`config.mk`:
```
export PLATFORM = sky130hd
export DESIGN_NAME = spi_master_ctrl
export DESIGN_NICKNAME = d
export VERILOG_FILES = /design/src/rtl/spi_pkg.sv /design/src/rtl/spi_frame_shifter.sv /design/src/rtl/spi_master_ctrl.sv
export SDC_FILE = /design/constraint.sdc
export NUM_CORES = 1
export LEC_CHECK = 0
export ABC_CLOCK_PERIOD_IN_PS = 2000
export CAP_MARGIN = 10
export CORE_MARGIN = 1.5
export CORE_UTILIZATION = 37
export CTS_BUF_LIST = sky130_fd_sc_hd__clkbuf_4
export DETAILED_ROUTE_END_ITERATION = 8
export GPL_ROUTABILITY_DRIVEN = 0
export SYNTH_ARGS = -nofsm -noshare
export SYNTH_HDL_FRONTEND = slang
export SYNTH_SLANG_ARGS = --single-unit
```
`constraint.sdc`:
```
create_clock -name clk -period 2 [get_ports clk]
set_input_delay 0.3 -clock clk [delete_from_list [all_inputs] [get_ports clk]]
set_output_delay 0.3 -clock clk [all_outputs]
set_load 0.02 [all_outputs]
```
`src/rtl/spi_pkg.sv`:
```
// Shared types and constants for the SPI initiator: op encoding, FSM states,
// request payload and the frame builder.
package spi_pkg;

    localparam int unsigned FRAME_W = 11;
    localparam int unsigned DATA_W  = 8;
    localparam int unsigned OP_W    = 2;
    localparam int unsigned CNT_W   = 4;
    localparam int unsigned TMR_W   = 3;

    localparam logic [DATA_W-1:0] RD_DUMMY = 8'hFF;

    typedef enum logic [OP_W-1:0] {
        OP_WR_ADDR = 2'b00,
        OP_WR_DATA = 2'b01,
        OP_RD_ADDR = 2'b10,
        OP_RD_DATA = 2'b11
    } spi_op_e;

    typedef enum logic [2:0] {
        ST_IDLE    = 3'd0,
        ST_SHIFT   = 3'd1,
        ST_TURN    = 3'd2,
        ST_CAPTURE = 3'd3,
        ST_GAP     = 3'd4
    } spi_state_e;

    typedef struct packed {
        spi_op_e             op;
        logic [DATA_W-1:0]   data;
    } spi_req_t;

    // Frame = {command bit, op, payload}; RD_DATA sends a dummy payload.
    function automatic logic [FRAME_W-1:0] build_frame(input spi_req_t req);
        logic [OP_W-1:0]   op_bits;
        logic [DATA_W-1:0] payload;
        op_bits = req.op;
        payload = (req.op == OP_RD_DATA) ? RD_DUMMY : req.data;
        return {op_bits[OP_W-1], op_bits, payload};
    endfunction

endpackage

```
`src/rtl/spi_frame_shifter.sv`:
```
// Frame datapath: 11-bit parallel-load MSB-first shifter, 8-bit serial capture
// register and the shared bit counter used by both phases.
module spi_frame_shifter
    import spi_pkg::*;
(
    input  logic               clk,
    input  logic               rst_n,
    input  logic               load_i,
    input  logic [FRAME_W-1:0] frame_i,
    input  logic               shift_i,
    input  logic               capture_i,
    input  logic               miso_i,
    output logic               next_bit_c_o,
    output logic               shift_last_c_o,
    output logic               cap_last_c_o,
    output logic [DATA_W-1:0]  cap_next_c_o
);

    logic [FRAME_W-1:0] sr_q;
    logic [DATA_W-1:0]  cap_q;
    logic [CNT_W-1:0]   cnt_q;

    assign shift_last_c_o = (cnt_q == CNT_W'(FRAME_W - 1));
    assign cap_last_c_o   = (cnt_q == CNT_W'(DATA_W - 1));
    assign cap_next_c_o   = DATA_W'({cap_q, miso_i});

    // Bit driven in the following cycle: frame MSB on load, else the bit behind the current one.
    assign next_bit_c_o = load_i ? frame_i[FRAME_W-1] : sr_q[FRAME_W-2];

    // Counter wraps to zero at the end of each phase so the next phase starts clean.
    always_ff @(posedge clk or negedge rst_n) begin
        if (!rst_n) begin
            sr_q  <= '0;
            cap_q <= '0;
            cnt_q <= '0;
        end else if (load_i) begin
            sr_q  <= frame_i;
            cnt_q <= '0;
        end else if (shift_i) begin
            sr_q  <= sr_q << 1;
            cnt_q <= shift_last_c_o ? '0 : cnt_q + CNT_W'(1);
        end else if (capture_i) begin
            cap_q <= cap_next_c_o;
            cnt_q <= cap_last_c_o ? '0 : cnt_q + CNT_W'(1);
        end
    end

endmodule

```
`src/rtl/spi_master_ctrl.sv`:
```
// SPI initiator: accepts RAM commands, serializes each into an 11-bit frame and
// returns the captured byte for RD_DATA. All pin-facing outputs are registered.
module spi_master_ctrl
    import spi_pkg::*;
#(
    parameter int unsigned TURN_CYCLES = 2,
    parameter int unsigned GAP_CYCLES  = 1
) (
    input  logic              clk,
    input  logic              rst_n,
    input  logic              req_valid,
    output logic              req_ready,
    input  logic [OP_W-1:0]   req_op,
    input  logic [DATA_W-1:0] req_data,
    output logic              rsp_valid,
    output logic [DATA_W-1:0] rsp_data,
    output logic              ss_n,
    output logic              mosi,
    input  logic              miso
);

    spi_state_e        state_q, state_d;
    spi_op_e           op_q, op_d;
    logic [TMR_W-1:0]  tmr_q, tmr_d;
    logic              ss_n_q, ss_n_d;
    logic              mosi_q, mosi_d;
    logic              ready_q, ready_d;
    logic              rsp_valid_q, rsp_valid_d;
    logic [DATA_W-1:0] rsp_data_q, rsp_data_d;

    spi_req_t           req_c;
    logic [FRAME_W-1:0] frame_c;
    logic               load_c;
    logic               shift_c;
    logic               capture_c;
    logic               next_bit_c;
    logic               shift_last_c;
    logic               cap_last_c;
    logic [DATA_W-1:0]  cap_next_c;

    assign req_c   = '{op: spi_op_e'(req_op), data: req_data};
    assign frame_c = build_frame(req_c);

    spi_frame_shifter u_shifter (
        .clk            (clk),
        .rst_n          (rst_n),
        .load_i         (load_c),
        .frame_i        (frame_c),
        .shift_i        (shift_c),
        .capture_i      (capture_c),
        .miso_i         (miso),
        .next_bit_c_o   (next_bit_c),
        .shift_last_c_o (shift_last_c),
        .cap_last_c_o   (cap_last_c),
        .cap_next_c_o   (cap_next_c)
    );

    always_ff @(posedge clk or negedge rst_n) begin
        if (!rst_n) begin
            state_q     <= ST_IDLE;
            op_q        <= OP_WR_ADDR;
            tmr_q       <= '0;
            ss_n_q      <= 1'b1;
            mosi_q      <= 1'b0;
            ready_q     <= 1'b1;
            rsp_valid_q <= 1'b0;
            rsp_data_q  <= '0;
        end else begin
            state_q     <= state_d;
            op_q        <= op_d;
            tmr_q       <= tmr_d;
            ss_n_q      <= ss_n_d;
            mosi_q      <= mosi_d;
            ready_q     <= ready_d;
            rsp_valid_q <= rsp_valid_d;
            rsp_data_q  <= rsp_data_d;
        end
    end

    // Next state, datapath strobes, and pin values for the coming cycle.
    always_comb begin
        state_d     = state_q;
        op_d        = op_q;
        tmr_d       = tmr_q;
        load_c      = 1'b0;
        shift_c     = 1'b0;
        capture_c   = 1'b0;
        rsp_valid_d = 1'b0;
        rsp_data_d  = rsp_data_q;

        case (state_q)
            ST_IDLE: begin
                if (req_valid && ready_q) begin
                    load_c  = 1'b1;
                    op_d    = req_c.op;
                    state_d = ST_SHIFT;
                end
            end
            ST_SHIFT: begin
                shift_c = 1'b1;
                if (shift_last_c) begin
                    tmr_d = '0;
                    if (op_q != OP_RD_DATA) begin
                        state_d = ST_GAP;
                    end else if (TURN_CYCLES == 0) begin
                        state_d = ST_CAPTURE;
                    end else begin
                        state_d = ST_TURN;
                    end
                end
            end
            ST_TURN: begin
                if (tmr_q == TMR_W'(TURN_CYCLES - 1)) begin
                    tmr_d   = '0;
                    state_d = ST_CAPTURE;
                end else begin
                    tmr_d = tmr_q + TMR_W'(1);
                end
            end
            ST_CAPTURE: begin
                capture_c = 1'b1;
                if (cap_last_c) begin
                    state_d     = ST_GAP;
                    rsp_valid_d = 1'b1;
                    rsp_data_d  = cap_next_c;
                end
            end
            ST_GAP: begin
                if (tmr_q == TMR_W'(GAP_CYCLES - 1)) begin
                    tmr_d   = '0;
                    state_d = ST_IDLE;
                end else begin
                    tmr_d = tmr_q + TMR_W'(1);
                end
            end
            default: begin
                state_d = ST_IDLE;
            end
        endcase

        ss_n_d  = !((state_d == ST_SHIFT) || (state_d == ST_TURN) || (state_d == ST_CAPTURE));
        mosi_d  = (state_d == ST_SHIFT) ? next_bit_c : 1'b0;
        ready_d = (state_d == ST_IDLE);
    end

    assign req_ready = ready_q;
    assign rsp_valid = rsp_valid_q;
    assign rsp_data  = rsp_data_q;
    assign ss_n      = ss_n_q;
    assign mosi      = mosi_q;

endmodule

```
Yosys cells after proc, flatten, opt, wreduce, memory -nomap -nowiden
Index checks and enable logic that the tools add are counted.
- flip-flop bits (word level): 41
- input bits: 14
- logic and storage cells: 69
- add/sub/neg operators: 2
- eq/ne operators: 13
- mux-type cells: 27
- bitwise operators: 2
- reductions and logical operators: 14
- operators by type and width (cell ; count):
    3-bit two-way mux ; 9
    10-bit two-way mux ; 2
    4-bit two-way mux ; 5
    3-bit case mux with 5 select lines ; 1
    3-bit by 2-bit == test with 1-bit output, second input constant ; 4
    3-bit by 1-bit == test with 1-bit output, second input constant ; 3
    3-bit logical NOT ; 3
    3-bit case mux with 3 select lines ; 1
    1-bit two-way mux ; 8
    8-bit two-way mux ; 1
    2-bit AND reduction ; 3
    3-bit nonzero test ; 2
    4-bit by 1-bit adder with 4-bit output, second input constant ; 1
    4-bit by 3-bit == test with 1-bit output, second input constant ; 1
    4-bit == test, second input constant ; 1
    3-bit by 1-bit adder with 3-bit output, second input constant ; 1
    3-bit == test, second input constant ; 1
    3-bit AND reduction ; 1
    2-bit == test, second input constant ; 1
    1-bit logical OR ; 2
    2-bit by 1-bit != test with 1-bit output, second input constant ; 1
    2-bit != test, second input constant ; 1
    1-bit NOT ; 2
    2-bit nonzero test ; 1
    other kinds (2) ; 2

Depth between registers and ports, before layout
- depth after elaboration: 8
- mapped depth: 6
- gate-level depth less buffers: 6

Modules after synthesis
A second synthesis with hierarchy kept.
- cells, all modules: 171
- area total of the unflattened synthesis: 1983.2 µm²
- by module, submodules not included (module ; instances ; cells each ; area an instance (µm²) ; seq. area each (µm²)):
    spi_frame_shifter ; 1 ; 88 ; 997.2 ; 525.5
    spi_master_ctrl ; 1 ; 83 ; 985.9 ; 503.0

Worst setup path before layout
OpenSTA, ideal clock, no wires.
- kind: flip-flop to flip-flop
- from: register state_q[1]
- to: register tmr_q[2]
- library setup time: 121 ps
- arrival time: 1500 ps
- data required time: 1879 ps
- slack: 378 ps
- cell stages (with the launch flop): 7
- buffers on the path: 2
- clock period less this slack: 1622 ps
- path through: dfrtp_1 > buf_6 > or3b_4 > buf_6 > o22a_1 > nand2b_4 > o22a_1
- word-level cells in the longest chain between the ends: 3
- elaborated cells between the ends (all ways): 7
- those cells by class: eq/ne (4); mux (1); reduce/logical (2)
- RTL lines (element ; RTL line ; source):
    start: declaration ; spi_master_ctrl.sv:22 ; spi_state_e state_q, state_d;
    start signal: assignment ; spi_master_ctrl.sv:69 ; state_q <= state_d;
    3-bit by 1-bit == test with 1-bit output, or another cell as far along ; spi_master_ctrl.sv:91 ; case (state_q)
    2-bit by 1-bit != test with 1-bit output (no line) or 3-bit nonzero test (tied branches) ; n/a ;
    2-bit AND reduction (no line) ; n/a ;
    end signal: assignment ; spi_master_ctrl.sv:71 ; tmr_q <= tmr_d;
    end: declaration ; spi_master_ctrl.sv:24 ; logic [TMR_W-1:0] tmr_q, tmr_d;
Several ways; a longest one is shown, not always the timed one.
A chain may end at the register's enable or synchronous reset.

Final worst setup path
- from: register ready_q (netlist: req_ready)
- to: output port req_ready
- RTL lines (element ; RTL line ; source):
    start: declaration ; spi_master_ctrl.sv:27 ; logic ready_q, ready_d;
    start signal: assignment ; spi_master_ctrl.sv:74 ; ready_q <= ready_d;
    end: declaration ; spi_master_ctrl.sv:12 ; output logic req_ready,
No word-level cell between the ends.

==> run metrics <==
total clock sinks=41; Overflow after GRT=0; HPWL Detailed=2.80 mm; Final TNS setup=0 ns; Global Route Usage Sum=15.9%; commonest non-fill, non-tap cell in the layout=dfrtp_1; post-synth net total=187; non-filler cells, final=266; worst reg2reg path depth=6; Mapped Cells=168; fin crit period=1.83 ns; Max Slew Vio Count=0; R2R setup slack=0.25 ns; hold_ws=-0.0123 ns; Final WS setup=0.169 ns; Synth warnings=0; vias in the first global route=1387; drt total wl=3.84 mm; Clock transition at path regs=0.12 ns; pre-CTS WS=0.264 ns; Reg-to-Reg Start=u_shifter.cnt_q[0]; CP Class=register to primary output; root buf cell=clkbuf_4; fillers=439; worst path bufs/invs=1; post-CTS setup buffers=0; number of synthesized flops with an enable pin=0; unrepaired setup endpoints after global routing=no; Port Buffers=25; Leak Pwr=1.05 nW; failing checks=negative hold slack; CP cell instances=clkdlybuf4s50_1; Post-CTS Resized=0; share of cells above drive strength 1=17.1%; core area=0.00485 sq mm; die width=74.8 um; Total Power=2.68 mW; Initial Utilization=39.3%; syn avg cell area=11.3 sq um; area of combinational cells with multiple inputs=816 sq um; worst slew pin tran=0.506 ns; crit-path max FO=4; fin crit share=91.6%; Worst VDD drop=568 uV; vias per inst=5.04; n_diodes=0; Syn-to-layout area delta=19.4%; unique cell type count in the Yosys netlist=39; # DRC=0; largest net degree at the start of global routing=42; Critical Path Sink Type=primary output; CTS Buffer Depth=2; Routed Antenna Nets=0; num rows=25; hold_buf cts=0; vias=1341; DIE HEIGHT=74.8 um; Synth Flop Type=dfrtp_1; worst hold path type=primary input to async pin; commonest non-fill, non-tap cells in the layout=dfrtp_1, clkdlybuf4s50_1, nand2_1; die area=0.00559 sq mm; f_max=546 MHz; Synth Register Bits=41; crit path max-delay cell type=clkdlybuf4s50_1; Max-Cap Viols=0; delay-heaviest family, CP=buffers and inverters; fin nets=217; relative slew slack=66.3%; global-route wire length before repair=6.55 mm; register area=0.00103 sq mm; skew final=0.0110 ns; Placed Cells incl. Taps=258; worst endpoint data arrival time=1.53 ns; pwr dens=1180 mW/mm^2; H-tree depth=2; asr flop ratio synth=100%; 1st-pass router iterations=4; clk_lat worst skew=0.35 ns; crit-path max cell delay=0.61 ns; reg-to-reg endpoint=mosi; outcome=complete, but fails checks; Avg WL per Cell=14.4 um; Critical Path Start Type=register; Critical Path RT=1.70 ns; post-synthesis sequential area ratio=54.0%; IO Count=26; final setup vio count=0; CTS Buf Count=5; mapped cell area=0.00191 sq mm; initial antenna violation count=0; CTS tree=yes; iteration-0 DRC count of the detailed router=133; Hold Violations, Final=20
## through the flow
stage / instance area [sq um] / utilization, %
after floorplan: 1910 / -
after global placement: 2220 / 45.8
after detailed placement: 2220 / 45.8
after CTS: 2280 / 46.9
after global routing: 2280 / 46.9
final: 2280 / 46.9
## kinds of logic (layout without fill, tap and decap cells)
kind of cell,Yosys count,count (layout),synth area share [%]
and+or+nand+nor,63,63,17.5
DFF,41,41,54.0
buffers and inverters,10,41,3.22
adders and majority gates,5,5,3.28
muxes,19,19,11.0
AOI/OAI and AO/OA,29,29,10.5
xor gates and xnor gates,1,1,0.460
## layer usage
layer	track usage [%]	wire, um	vias to the layer above
li1	-	-	652
met1	21.4	1820	636
met2	24.9	1760	46
met3	4.28	194	7
met4	5.86	64	0
met5	0	0	-
## cell usage after synthesis, types with 2 or more instances
cell type,count,area share (%)
a21oi_1,9,2.4
a2bb2oi_1,2,0.92
a31oi_1,4,1.3
buf_2,4,1.1
buf_6,2,1.2
dfrtp_1,39,51
dfstp_2,2,2.8
ha_1,5,3.3
inv_1,3,0.59
mux2_2,16,9.5
mux2i_1,3,1.6
nand2_1,20,3.9
nand2b_1,3,0.99
nand3_1,6,1.6
nand3b_1,4,1.6
nor2_1,15,3.0
nor2b_1,2,0.66
nor3b_1,3,1.2
o21ai_0,2,0.53
o22a_1,2,0.92
o2bb2ai_1,4,1.8
## flip-flops by register name, indices dropped and copies added, names as in the netlist, 2 cells and up
name / count
u_shifter.cnt_q: 4
u_shifter.sr_q: 10
tmr_q: 3
u_shifter.cap_q: 7
rsp_data: 8
state_q: 3
op_q: 2
## layout make-up
type,count,area share [%]
Clock buffer,5,1.65
Clock inverter,3,0.715
Inverter,3,0.495
Multi-Input combinational cell,117,35.8
Sequential cell,41,45.2
Tap cell,67,3.68
Timing Repair Buffer,30,12.4
## how the worst max path moves through the flow
stage	slack, ns	start	cells after the start	to
2_1_floorplan	0.38	state_q[1]	6	tmr_q[2]
3_3_place_gp	0.30	state_q[0]	4	tmr_q[2]
3_5_place_dp	0.26	state_q[2]	3	rsp_data[6]
4_1_cts	0.15	req_ready	1	req_ready
5_1_grt	0.11	req_ready	1	req_ready
6_report	0.17	req_ready	1	req_ready
## power by group
part	switching, mW	internal, mW	total [mW]
Clock	0.266	0.134	0.399
Combinational	0.536	0.467	1.00
Sequential	0.207	1.07	1.28
Total	1.01	1.67	2.68
(Power assumes the default switching activity.)
